===== config.mk =====
export PLATFORM = sky130hd
export DESIGN_NAME = grid_renderer_flat
export DESIGN_NICKNAME = d
export VERILOG_FILES = /design/src/rtl/grid_renderer_if.sv /design/src/rtl/grid_renderer.sv /design/src/flat_wrapper.sv
export SDC_FILE = /design/constraint.sdc
export NUM_CORES = 1
export LEC_CHECK = 0
export BUFFER_PORTS_ARGS = -buffer_cell sky130_fd_sc_hd__buf_2
export CAP_MARGIN = 25
export CELL_PAD_IN_SITES_DETAIL_PLACEMENT = 0
export CELL_PAD_IN_SITES_GLOBAL_PLACEMENT = 1
export CORE_MARGIN = 2
export CORE_UTILIZATION = 41
export CTS_BUF_LIST = sky130_fd_sc_hd__clkbuf_4 sky130_fd_sc_hd__clkbuf_8
export CTS_CLUSTER_SIZE = 28
export DETAILED_ROUTE_END_ITERATION = 16
export PLACE_DENSITY = 0.72
export SLEW_MARGIN = 10
export SYNTH_ARGS = -nofsm -noshare
export SYNTH_HDL_FRONTEND = slang
export SYNTH_SLANG_ARGS = --single-unit

===== constraint.sdc =====
create_clock -name clk -period 52.4 [get_ports clk]
set_input_delay 5.24 -clock clk [delete_from_list [all_inputs] [get_ports clk]]
set_output_delay 5.24 -clock clk [all_outputs]
set_load 0.03 [all_outputs]

===== src/rtl/grid_renderer_if.sv =====
// rtl/grid_renderer_if.sv - playfield grid in, registered VGA video out.
interface grid_renderer_if;
  logic [21:0][9:0][2:0] grid;
  logic                  hsync;
  logic                  vsync;
  logic                  de;
  logic [9:0]            x;
  logic [9:0]            y;
  logic [11:0]           rgb;
  logic                  frame_start;
  logic                  snap;

  modport master (output grid, input hsync, vsync, de, x, y, rgb, frame_start, snap);
  modport slave  (input grid, output hsync, vsync, de, x, y, rgb, frame_start, snap);
endinterface


===== src/rtl/grid_renderer.sv =====
// rtl/grid_renderer.sv - VGA timing plus per-frame grid snapshot scanned out as 12-bit RGB.
module grid_renderer #(
  parameter int H_ACTIVE  = 640,
  parameter int H_FP      = 16,
  parameter int H_SYNC    = 96,
  parameter int H_BP      = 48,
  parameter int V_ACTIVE  = 480,
  parameter int V_FP      = 10,
  parameter int V_SYNC    = 2,
  parameter int V_BP      = 33,
  parameter int CELL_LOG2 = 4,
  parameter int X0        = 240,
  parameter int Y0        = 72,
  parameter int NROWS     = 21,
  parameter int BORDER    = 4
) (
  input logic            clk,
  input logic            rst,
  grid_renderer_if.slave vid
);
  localparam int CELL = 1 << CELL_LOG2;
  localparam logic [9:0] H_LAST = 10'(H_ACTIVE + H_FP + H_SYNC + H_BP - 1);
  localparam logic [9:0] V_LAST = 10'(V_ACTIVE + V_FP + V_SYNC + V_BP - 1);
  localparam logic [9:0] H_ACT  = 10'(H_ACTIVE);
  localparam logic [9:0] V_ACT  = 10'(V_ACTIVE);
  localparam logic [9:0] HS_BEG = 10'(H_ACTIVE + H_FP);
  localparam logic [9:0] HS_END = 10'(H_ACTIVE + H_FP + H_SYNC);
  localparam logic [9:0] VS_BEG = 10'(V_ACTIVE + V_FP);
  localparam logic [9:0] VS_END = 10'(V_ACTIVE + V_FP + V_SYNC);
  localparam logic [9:0] BX_BEG = 10'(X0);
  localparam logic [9:0] BX_END = 10'(X0 + 10 * CELL);
  localparam logic [9:0] BY_BEG = 10'(Y0);
  localparam logic [9:0] BY_END = 10'(Y0 + NROWS * CELL);
  localparam logic [9:0] FX_BEG = 10'(X0 - BORDER);
  localparam logic [9:0] FX_END = 10'(X0 + 10 * CELL + BORDER);
  localparam logic [9:0] FY_BEG = 10'(Y0 - BORDER);
  localparam logic [9:0] FY_END = 10'(Y0 + NROWS * CELL + BORDER);

  logic [9:0]            hcnt_q, hcnt_d, vcnt_q, vcnt_d;
  logic [21:0][9:0][2:0] snapshot_q, snapshot_d;
  logic                  hsync_q, hsync_d, vsync_q, vsync_d, de_q, de_d;
  logic [9:0]            x_q, x_d, y_q, y_d;
  logic [11:0]           rgb_q, rgb_d;
  logic                  frame_start_q, frame_start_d, snap_q, snap_d;

  logic       load, active, in_board, in_frame;
  logic [9:0] hoff, voff;
  logic [3:0] col;
  logic [4:0] row;

  function automatic logic [11:0] pal(input logic [2:0] c);
    case (c)
      3'd1:    pal = 12'h0FF;
      3'd2:    pal = 12'h00F;
      3'd3:    pal = 12'hF80;
      3'd4:    pal = 12'hFF0;
      3'd5:    pal = 12'h0F0;
      3'd6:    pal = 12'h80F;
      3'd7:    pal = 12'hF00;
      default: pal = 12'h000;
    endcase
  endfunction

  always_comb begin
    hcnt_d = (hcnt_q == H_LAST) ? 10'd0 : hcnt_q + 10'd1;
    vcnt_d = vcnt_q;
    if (hcnt_q == H_LAST) vcnt_d = (vcnt_q == V_LAST) ? 10'd0 : vcnt_q + 10'd1;

    // First blank line: the whole frame has been scanned, so reloading cannot tear.
    load       = (hcnt_q == 10'd0) && (vcnt_q == V_ACT);
    snapshot_d = load ? vid.grid : snapshot_q;

    active   = (hcnt_q < H_ACT) && (vcnt_q < V_ACT);
    in_board = (hcnt_q >= BX_BEG) && (hcnt_q < BX_END) && (vcnt_q >= BY_BEG) && (vcnt_q < BY_END);
    in_frame = (hcnt_q >= FX_BEG) && (hcnt_q < FX_END) && (vcnt_q >= FY_BEG) && (vcnt_q < FY_END);

    hoff = 10'd0;
    voff = 10'd0;
    col  = 4'd0;
    row  = 5'd0;
    rgb_d = 12'h000;
    if (active) begin
      if (in_board) begin
        hoff  = hcnt_q - BX_BEG;
        voff  = vcnt_q - BY_BEG;
        col   = 4'(hoff >> CELL_LOG2);
        row   = 5'(voff >> CELL_LOG2);
        rgb_d = pal(snapshot_q[row][col]);
      end else if (in_frame) begin
        rgb_d = 12'hFFF;
      end
    end

    hsync_d       = !((hcnt_q >= HS_BEG) && (hcnt_q < HS_END));
    vsync_d       = !((vcnt_q >= VS_BEG) && (vcnt_q < VS_END));
    de_d          = active;
    x_d           = hcnt_q;
    y_d           = vcnt_q;
    frame_start_d = (hcnt_q == 10'd0) && (vcnt_q == 10'd0);
    snap_d        = load;
  end

  always_ff @(posedge clk or posedge rst) begin
    if (rst) begin
      hcnt_q        <= 10'd0;
      vcnt_q        <= 10'd0;
      snapshot_q    <= '0;
      hsync_q       <= 1'b1;
      vsync_q       <= 1'b1;
      de_q          <= 1'b0;
      x_q           <= 10'd0;
      y_q           <= 10'd0;
      rgb_q         <= 12'h000;
      frame_start_q <= 1'b0;
      snap_q        <= 1'b0;
    end else begin
      hcnt_q        <= hcnt_d;
      vcnt_q        <= vcnt_d;
      snapshot_q    <= snapshot_d;
      hsync_q       <= hsync_d;
      vsync_q       <= vsync_d;
      de_q          <= de_d;
      x_q           <= x_d;
      y_q           <= y_d;
      rgb_q         <= rgb_d;
      frame_start_q <= frame_start_d;
      snap_q        <= snap_d;
    end
  end

  assign vid.hsync       = hsync_q;
  assign vid.vsync       = vsync_q;
  assign vid.de          = de_q;
  assign vid.x           = x_q;
  assign vid.y           = y_q;
  assign vid.rgb         = rgb_q;
  assign vid.frame_start = frame_start_q;
  assign vid.snap        = snap_q;
endmodule


===== src/flat_wrapper.sv =====
// flat-port wrapper written by rule: the top's interface ports become plain ports
module grid_renderer_flat 
#(
  parameter int H_ACTIVE  = 640,
  parameter int H_FP      = 16,
  parameter int H_SYNC    = 96,
  parameter int H_BP      = 48,
  parameter int V_ACTIVE  = 480,
  parameter int V_FP      = 10,
  parameter int V_SYNC    = 2,
  parameter int V_BP      = 33,
  parameter int CELL_LOG2 = 4,
  parameter int X0        = 240,
  parameter int Y0        = 72,
  parameter int NROWS     = 21,
  parameter int BORDER    = 4
)
  (clk, rst, vid_grid, vid_hsync, vid_vsync, vid_de, vid_x, vid_y, vid_rgb, vid_frame_start, vid_snap);
  grid_renderer_if vid_i ();
  input logic clk;
  input logic rst;
  input wire logic [$bits(vid_i.grid)-1:0] vid_grid;
  output wire logic [$bits(vid_i.hsync)-1:0] vid_hsync;
  output wire logic [$bits(vid_i.vsync)-1:0] vid_vsync;
  output wire logic [$bits(vid_i.de)-1:0] vid_de;
  output wire logic [$bits(vid_i.x)-1:0] vid_x;
  output wire logic [$bits(vid_i.y)-1:0] vid_y;
  output wire logic [$bits(vid_i.rgb)-1:0] vid_rgb;
  output wire logic [$bits(vid_i.frame_start)-1:0] vid_frame_start;
  output wire logic [$bits(vid_i.snap)-1:0] vid_snap;
  assign vid_i.grid = vid_grid;
  assign vid_hsync = vid_i.hsync;
  assign vid_vsync = vid_i.vsync;
  assign vid_de = vid_i.de;
  assign vid_x = vid_i.x;
  assign vid_y = vid_i.y;
  assign vid_rgb = vid_i.rgb;
  assign vid_frame_start = vid_i.frame_start;
  assign vid_snap = vid_i.snap;
  grid_renderer #(.H_ACTIVE(H_ACTIVE), .H_FP(H_FP), .H_SYNC(H_SYNC), .H_BP(H_BP), .V_ACTIVE(V_ACTIVE), .V_FP(V_FP), .V_SYNC(V_SYNC), .V_BP(V_BP), .CELL_LOG2(CELL_LOG2), .X0(X0), .Y0(Y0), .NROWS(NROWS), .BORDER(BORDER)) u_core (.clk(clk), .rst(rst), .vid(vid_i));
endmodule

* Yosys cells after proc, flatten, opt, wreduce, memory -nomap -nowiden *
Cells that the tools add are included.

cells by class
  magnitude comparators = 16
  equality and inequality tests = 10
  mux-type cells = 10
  $add $sub $neg = 4
  reductions and logical operators = 15

operators with widths
  cell                                                   count
  binary-select mux 30 bit (select 5 bit)                1
  one-hot mux 12 bit (7 select lines)                    1
  < comparator 10 x 9 -> 1 bit (second input constant)   6
  two-way mux 12 bit                                     3
  two-way mux 30 bit                                     1
  adder 10 x 1 -> 10 bit (second input constant)         2
  == test 10 bit (second input constant)                 2
  >= comparator 10 x 7 -> 1 bit (second input constant)  2
  >= comparator 10 x 8 -> 1 bit (second input constant)  2
  zero test 10 bit                                       2
  < comparator 10 bit (second input constant)            2
  two-way mux 10 bit                                     2
  binary-select mux 3 bit (select 4 bit)                 1
  == test 3 bit (second input constant)                  4
  logical AND 1 bit                                      11
  == test 10 x 9 -> 1 bit (second input constant)        1
  >= comparator 10 bit (second input constant)           1
  >= comparator 10 x 9 -> 1 bit (second input constant)  1
  subtractor 9 x 7 -> 9 bit (second input constant)      1
  subtractor 8 bit (second input constant)               1
  == test 3 x 2 -> 1 bit (second input constant)         2
  < comparator 5 x 6 -> 1 bit (second input constant)    1
  < comparator 4 x 5 -> 1 bit (second input constant)    1
  == test 3 x 1 -> 1 bit (second input constant)         1
  other kinds (2)                                        3

storage, ports and cells
  flip-flop bits (word level) = 717

* Depth between registers and ports, before layout *
Gate-level depths: netlist of the first run.

  depth in word-level cells = 9
  gate-level depth with buffers = 20
  mapped depth without buffers = 12

* Worst setup path before layout of the first run *
OpenSTA, ideal clock, no wires.

  kind = register -> output
  start point = reg u_core.vid.rgb[3] (netlist name)
  end point = out vid_rgb[1]
  required time = 47.160 ns
  arrival time = 0.740 ns
  path slack = 46.420 ns
  stages on the path, launching flop included = 2
  path through = dfrtp_1 buf_4

RTL lines
  what       line                source
  to (decl)  flat_wrapper.sv:28  output wire logic [$bits(vid_i.rgb)-1:0] vid_rgb;

==> results of run 1 <==
-- flip-flops by register name, summed over array words and instances (netlist names) --
name	cells
u_core.hcnt_q	10
u_core.snapshot_q	660
u_core.vcnt_q	10
u_core.vid.de	1
u_core.vid.frame_start	1
u_core.vid.hsync	1
u_core.vid.rgb	5
u_core.vid.snap	1
u_core.vid.vsync	1
u_core.vid.x	10
u_core.vid.y	10
-- power by group --
| part | leakage [nW] | internal, mW | switching [mW] |
|---|---|---|---|
| registers | 9.89 | 0.549 | 0 |
| logic | 8.82 | 0.0189 | 0.0194 |
| clock network | 1.44 | 0.314 | 0.235 |
| total | 20.2 | 0.882 | 0.254 |
-- final cells by class --
class,instances,area (sq um),share of cell area (%)
Inverter,16,70.1,0.175
Clock buffer,195,2430,6.06
Antenna cell,46,115,0.287
Multi-Input combinational cell,1432,14200,35.3
Sequential cell,710,17800,44.3
Clock inverter,25,282,0.701
Timing Repair Buffer,740,3970,9.89
Tap cell,1050,1310,3.27
-- how the worst max path moves through the flow --
| stage | cells after the start | endpoint | start |
|---|---|---|---|
| after floorplan | 1 | u_core.hcnt_q[0] | rst |
| after global placement | 5 | u_core.snapshot_q[113] | rst |
| after detailed placement | 5 | u_core.snapshot_q[104] | rst |
| after CTS | 5 | u_core.snapshot_q[227] | rst |
| after global routing | 6 | u_core.snapshot_q[152] | rst |
| final | 6 | u_core.snapshot_q[128] | rst |
-- per-stage QoR --
step | utilization [%] | setup WS, ps | std cells | area, sq um | power (mW)
3_5_place_dp | 46.9 | 43470 | 3941 | 37100 | 0.596
3_3_place_gp | 46.9 | 43620 | 3939 | 37100 | 0.595
5_1_grt | 50.7 | 44850 | 4208 | 40100 | 1.18
2_1_floorplan | - | 27250 | 2326 | 32800 | 0.567
4_1_cts | 50.4 | 44320 | 4161 | 39800 | 1.15
6_report | 50.7 | 45240 | 4214 | 40100 | 1.14
-- synthesized netlist by cell type (7+ instances only) --
cell type  count  share of area, %
a21oi_1       32              0.49
a221oi_1       9              0.24
a22oi_1        8              0.18
a31oi_1       18              0.34
a32oi_1        7              0.19
and2_1         7              0.13
and3_1        11              0.21
buf_1         11              0.13
buf_2         21              0.32
buf_4         12              0.27
buf_6          9              0.31
clkbuf_1     110               1.3
dfrtp_1      708                54
ha_1          13              0.50
inv_1         13              0.15
mux2_2       668                23
mux2i_1       78               2.4
mux4_2       106               7.3
nand2_1      151               1.7
nand2b_1       7              0.13
nand3_1       59              0.90
nand4_1       18              0.34
nor2_1        42              0.48
nor3_1        22              0.34
o21ai_0       41              0.63
o22ai_1       13              0.25
o311ai_0       7              0.19
o31ai_1        7              0.16
xnor2_1       13              0.35
-- per-layer routing --
metal  global-route usage [%]  wire length [um]  vias to the layer above  part of all wire [%]
met5                        0               360                        -                  0.33
met3                     7.60              8080                      252                   7.3
met4                     12.7              4780                       58                   4.3
met2                     44.3             55200                      836                    50
li1                         -                 -                    10100                     -
met1                     31.7             42000                    11800                    38
-- cells by family after synthesis --
family | after synthesis | synth area share, %
compound gates | 197 | 4.11
xor+xnor | 19 | 0.565
fa+ha+maj | 13 | 0.496
buf+inv | 184 | 2.72
flops | 710 | 54.2
mux | 857 | 33.0
simple gates | 346 | 4.91
==> load_flow_metrics.sql, run 1 <==
INSERT INTO impl_metrics (metric_group, metric, value, unit) VALUES
('clocking', 'cts_max_path_buffers', '3', ''),
('pwr', 'power.density_cell_area', '28.3', 'nW/um^2'),
('hold_path', 'hold_path_class', 'reg2reg', ''),
('hold_path', 'min_delay_worst_endpoint', 'u_core.vid.x[4]', ''),
('cells_and_area', 'num-nets-final', '3696', ''),
('critical_path', 'r2r_cells', '11', ''),
('global_routing', 'grt_overflow', '0', ''),
('cells_and_area', 'n_fill_cell', '7094', ''),
('cells_and_area', 'layout.cells.most_common_list', 'dfrtp_1, buf_2, mux2_2', ''),
('drt', 'drt_iter0_drc', '1212', ''),
('timing', 'min_period', '7160', 'ps'),
('global_routing', 'first_global_vias', '24700', ''),
('pwr', 'total_leakage_power', '20.2', 'nW'),
('critical_path', 'timing.critical_path.arrival', '8070', 'ps'),
('synth', 'synth_cells', '2326', ''),
('clocking', 'tritoncts_num_sinks', '710', ''),
('drt', 'final_antenna_net_count', '0', ''),
('synth', 'seq_area_frac_synth', '54.2', '%'),
('timing', 'grt_setup_unrepaired', 'no', ''),
('critical_path', 'ff2ff_setup_slack', '46300', 'ps'),
('critical_path', 'cpLargestDelayFamily', 'buffers and inverters', ''),
('drt', 'avg_wl_per_cell', '26.2', 'um'),
('cells_and_area', 'share_of_final_layout_standard_cells_stronger_than_drive_strength_1', '56.3', '%'),
('synth', 'asyncSetResetFlopFracSynth', '100', '%'),
('die', 'core.rowCount', '103', ''),
('timing', 'timing.max_slew.rel_slack', '14.0', '%'),
('cells_and_area', 'final_common_cell', 'dfrtp_1', ''),
('timing', 'max_clock_freq', '140', 'MHz'),
('hold_path', 'min_delay_path_depth', '0', ''),
('clocking', 'clk-insertion-delay-late', '760', 'ps'),
('global_routing', 'grt_max_degree', '180', ''),
('synth', 'synthesis.yosys.warnings', '0', ''),
('die', 'placeableCoreArea', '79100', 'sq um'),
('critical_path', 'timing.critical_path.slowest_stage_cell', 'buf_4', ''),
('critical_path', 'cp_cell_sequence', 'buf_2, inv_8, buf_4, buf_4, buf_4, buf_16', ''),
('global_routing', 'grt_pass1_wl', '160000', 'um'),
('drt', 'num_vias', '23000', ''),
('clocking', 'cts_setup_buffers', '0', ''),
('timing', 'finalSetupViolations', '0', ''),
('clocking', 'clockRootBuffer', 'clkbuf_8', ''),
('placed_design', 'gp_congestion', '0.864', ''),
('timing', 'layout_worst_path_cycle_share', '13.7', '%'),
('synth', 'postSynthAreaPerCell', '14.1', 'sq um'),
('clocking', 'holdBufCountCts', '0', ''),
('critical_path', 'critPathLaunchType', 'input pin', ''),
('global_routing', 'groute.usage.overall', '26.6', '%'),
('drt', 'drtPass1Iterations', '5', ''),
('clocking', 'path_clk_slew', '70', 'ps'),
('critical_path', 'cp_max_stage_delay', '800', 'ps'),
('die', 'height_of_the_die', '287', 'um'),
('synth', 'synth-edff-count', '0', ''),
('critical_path', 'cp_num_buf_inv', '6', ''),
('synth', 'cell_area_after_synthesis', '32800', 'sq um'),
('timing', 'skew', '46.7', 'ps'),
('synth', 'synthFlopType', 'dfrtp_1', ''),
('critical_path', 'r2r_end', 'u_core.vid.rgb[6]', ''),
('hold_path', 'min_from', 'u_core.hcnt_q[4]', ''),
('drt', 'route.detailed.vias_per_inst', '5.47', ''),
('timing', 'finalSetupTns', '0', 'ps'),
('timing', 'fin_hold_ws', '466', 'ps'),
('critical_path', 'critical-path-top-cell-by-count', 'buf_4', ''),
('cells_and_area', 'area_growth', '22.4', '%'),
('synth', 'synthesis.nets', '3001', ''),
('run', 'cap_violations', '0', ''),
('clocking', 'cts_buffers', '121', ''),
('global_routing', 'grt_antenna_before_repair', '78', ''),
('clocking', 'cts_resized', '0', ''),
('pwr', 'ir_drop', '0.0000227', 'V'),
('critical_path', 'cp_data_required_time', '53310', 'ps'),
('status', 'run_status', 'finished, final reports clean', ''),
('drt', 'drc', '0', '');
Power figures use the tool's default switching activity.
==> run 2: changes to the inputs <==
Settings changed: PLACE_DENSITY 0.72 to 0.75.
Clock period 52.4 ns to 5.9 ns, I/O delays scaled along.
==> load_flow_metrics.sql, run 2 (same netlist as run 1, synthesis figures left out) <==
INSERT INTO impl_metrics (metric_group, metric, value, unit) VALUES
('status', 'run_status', 'finished, final reports clean', ''),
('clocking', 'tritoncts_num_sinks', '710', ''),
('drt', 'routed_wirelength', '115000', 'um'),
('run', 'cap_violations', '0', ''),
('die', 'die_area', '82200', 'sq um'),
('clocking', 'cts-htree-levels', '3', ''),
('pwr', 'power.density_cell_area', '251', 'nW/um^2'),
('drt', 'avg_wl_per_cell', '27.3', 'um'),
('timing', 'skew', '34.4', 'ps'),
('timing', 'worst_slack', '697', 'ps'),
('drt', 'drtPass1Iterations', '5', ''),
('critical_path', 'critical_path_peak_fanout', '18', ''),
('cells_and_area', 'num-nets-final', '3707', ''),
('critical_path', 'endpoint_kind', 'flop', ''),
('drt', 'route.detailed.vias_per_inst', '5.54', ''),
('pwr', 'ir_drop', '0.000214', 'V'),
('critical_path', 'cp_data_required_time', '6560', 'ps'),
('drt', 'met3_routed_length', '9380', 'um'),
('drt', 'num_vias', '23400', ''),
('critical_path', 'crit-reg2reg-launch', 'u_core.vcnt_q[3]', ''),
('critical_path', 'critPathLaunch', 'u_core.vcnt_q[3]', ''),
('cells_and_area', 'final_design_area_no_fill', '40200', 'sq um'),
('placed_design', 'gp_congestion', '0.946', ''),
('global_routing', 'groute.usage.overall', '27.6', '%'),
('critical_path', 'worst-setup-path-type', 'reg2reg', ''),
('hold_path', 'hold_path_class', 'in2reg', ''),
('cells_and_area', 'area_growth', '22.6', '%'),
('timing', 'grt_setup_unrepaired', 'no', ''),
('critical_path', 'cp_cell_sequence', 'inv_1, ha_1, xnor2_2, o211ai_1, o21ai_0, o21ai_0, a21oi_1, a311oi_1, o41a_1, a31oi_1, and2_1', ''),
('placed_design', 'dpl_worst_slack', '884', 'ps'),
('drt', 'drc', '0', ''),
('cells_and_area', 'n_fill_cell', '6928', ''),
('timing', 'fin_hold_ws', '72.7', 'ps'),
('clocking', 'cts_buffers', '121', ''),
('drt', 'detailroute.wirelength.met2', '56900', 'um'),
('cells_and_area', 'registers.top_by_ff_count', 'u_core.snapshot_q', ''),
('die', 'initial_utilization', '41.4', '%'),
('die', 'height_of_the_die', '287', 'um'),
('cells_and_area', 'area_taken_by_flip_flops_and_latches', '17800', 'sq um'),
('pwr', 'total_leakage_power', '20.2', 'nW'),
('cells_and_area', 'final_common_cell', 'dfrtp_1', ''),
('drt', 'drt_iter0_drc', '1348', ''),
('die', 'core.rowCount', '103', ''),
('drt', 'final_antenna_net_count', '0', ''),
('cells_and_area', 'largest_reg_flops', '660', ''),
('critical_path', 'cp_max_stage_delay', '910', 'ps'),
('global_routing', 'grt_pass1_wl', '166000', 'um'),
('pwr', 'post-layout-total-power', '10.1', 'mW'),
('die', 'die_w', '287', 'um'),
('critical_path', 'critPathLaunchType', 'flop', ''),
('timing', 'layout_worst_path_cycle_share', '88.2', '%'),
('clocking', 'clk-insertion-delay-late', '750', 'ps'),
('critical_path', 'timing.critical_path.slowest_stage_cell', 'o21ai_0', ''),
('cells_and_area', 'layout.cells.most_common_list', 'dfrtp_1, buf_2, mux2_2', ''),
('timing', 'timing.max_slew.rel_slack', '19.1', '%'),
('global_routing', 'grt_antenna_before_repair', '74', ''),
('clocking', 'clockRootBuffer', 'clkbuf_8', ''),
('clocking', 'cts_resized', '0', ''),
('timing', 'finalHoldViolations', '0', ''),
('timing', 'tightestPinTransition', '1200', 'ps'),
('cells_and_area', 'multiInputGateArea', '14200', 'sq um'),
('cells_and_area', 'final_cell_count_no_fill', '4223', ''),
('critical_path', 'cp_num_buf_inv', '1', ''),
('drt', 'wl_met1', '43700', 'um'),
('die', 'placeableCoreArea', '79100', 'sq um'),
('timing', 'max_clock_freq', '192', 'MHz'),
('placed_design', 'io_buffers', '698', ''),
('critical_path', 'cpLargestDelayFamily', 'compound AO/OA/AOI/OAI gates', ''),
('drt', 'route.top_layer_used', 'met5', ''),
('global_routing', 'grt_max_degree', '182', ''),
('critical_path', 'critical-path-top-cell-by-count', 'o21ai_0', ''),
('clocking', 'tritoncts_clock_tree', 'done', ''),
('clocking', 'cts_max_path_buffers', '3', ''),
('placed_design', 'placedInstanceArea', '37300', 'sq um'),
('timing', 'finalSetupViolations', '0', ''),
('timing', 'min_period', '5200', 'ps'),
('global_routing', 'first_global_vias', '25000', ''),
('placed_design', 'numPlacedInstances', '3955', ''),
('clocking', 'path_clk_slew', '70', 'ps'),
('critical_path', 'timing.critical_path.arrival', '5860', 'ps'),
('cells_and_area', 'share_of_final_layout_standard_cells_stronger_than_drive_strength_1', '56.5', '%'),
('global_routing', 'grt_overflow', '0', ''),
('timing', 'final-max-slew-violation-count', '0', ''),
('hold_path', 'min_from', 'vid_grid[29]', ''),
('placed_design', 'dp_hpwl', '87500', 'um'),
('die', 'ioPinCount', '699', '');
-- run 2: changes by cell type in the layout (fill, tap and decap cells not counted), moves of 4 or more --
| cell | delta |
|---|---|
| clkbuf_8 | +8 |
| clkinv_2 | +8 |
| buf_12 | +9 |
| buf_16 | -6 |
| clkbuf_4 | -4 |
| diode_2 | -8 |
| buf_4 | +7 |
-- run 2: report_power, final --
part / switching, mW / internal (mW)
registers: 0 / 4.87
logic: 0.186 / 0.164
clock network: 2.08 / 2.78
-- run 2: cell type report --
class	count	share of cell area [%]
Inverter	16	0.165
Multi-Input combinational cell	1432	35.3
Tap cell	1050	3.27
Sequential cell	710	44.2
Clock inverter	28	0.582
Timing Repair Buffer	751	10.1
Antenna cell	38	0.236
Clock buffer	198	6.23
-- run 2: per-layer routing --
layer	up-vias	track usage (%)
met2	928	46.3
met5	-	0
met4	72	12.1
met3	272	8.13
li1	10100	-
met1	12000	33.0
-- run 2: final timing paths --
kind | to | slack (ps) | cells after the start
max | u_core.vid.rgb[6] | 700 | 11
min | u_core.snapshot_q[29] | 70 | 2
max reg2reg | u_core.vid.rgb[6] | 700 | 11
min reg2reg | u_core.vid.y[0] | 470 | 0
max in group asynchronous | u_core.snapshot_q[97] | 3880 | 5
min in group asynchronous | u_core.snapshot_q[105] | 500 | 3
-- run 2: metrics by stage --
step / setup TNS (ps) / utilization, %
floorplan: -3125740 / -
global placement: 0 / 47.2
detailed placement: 0 / 47.2
CTS: 0 / 50.7
global route: 0 / 50.8
finish: 0 / 50.8
-- run 2: repair_timing --
| action | 4_1_cts | 5_1_grt |
|---|---|---|
| buffers inserted | 0 | 0 |
| hold endpoints to repair | 25 | 0 |
| hold buffers | 1 | 0 |
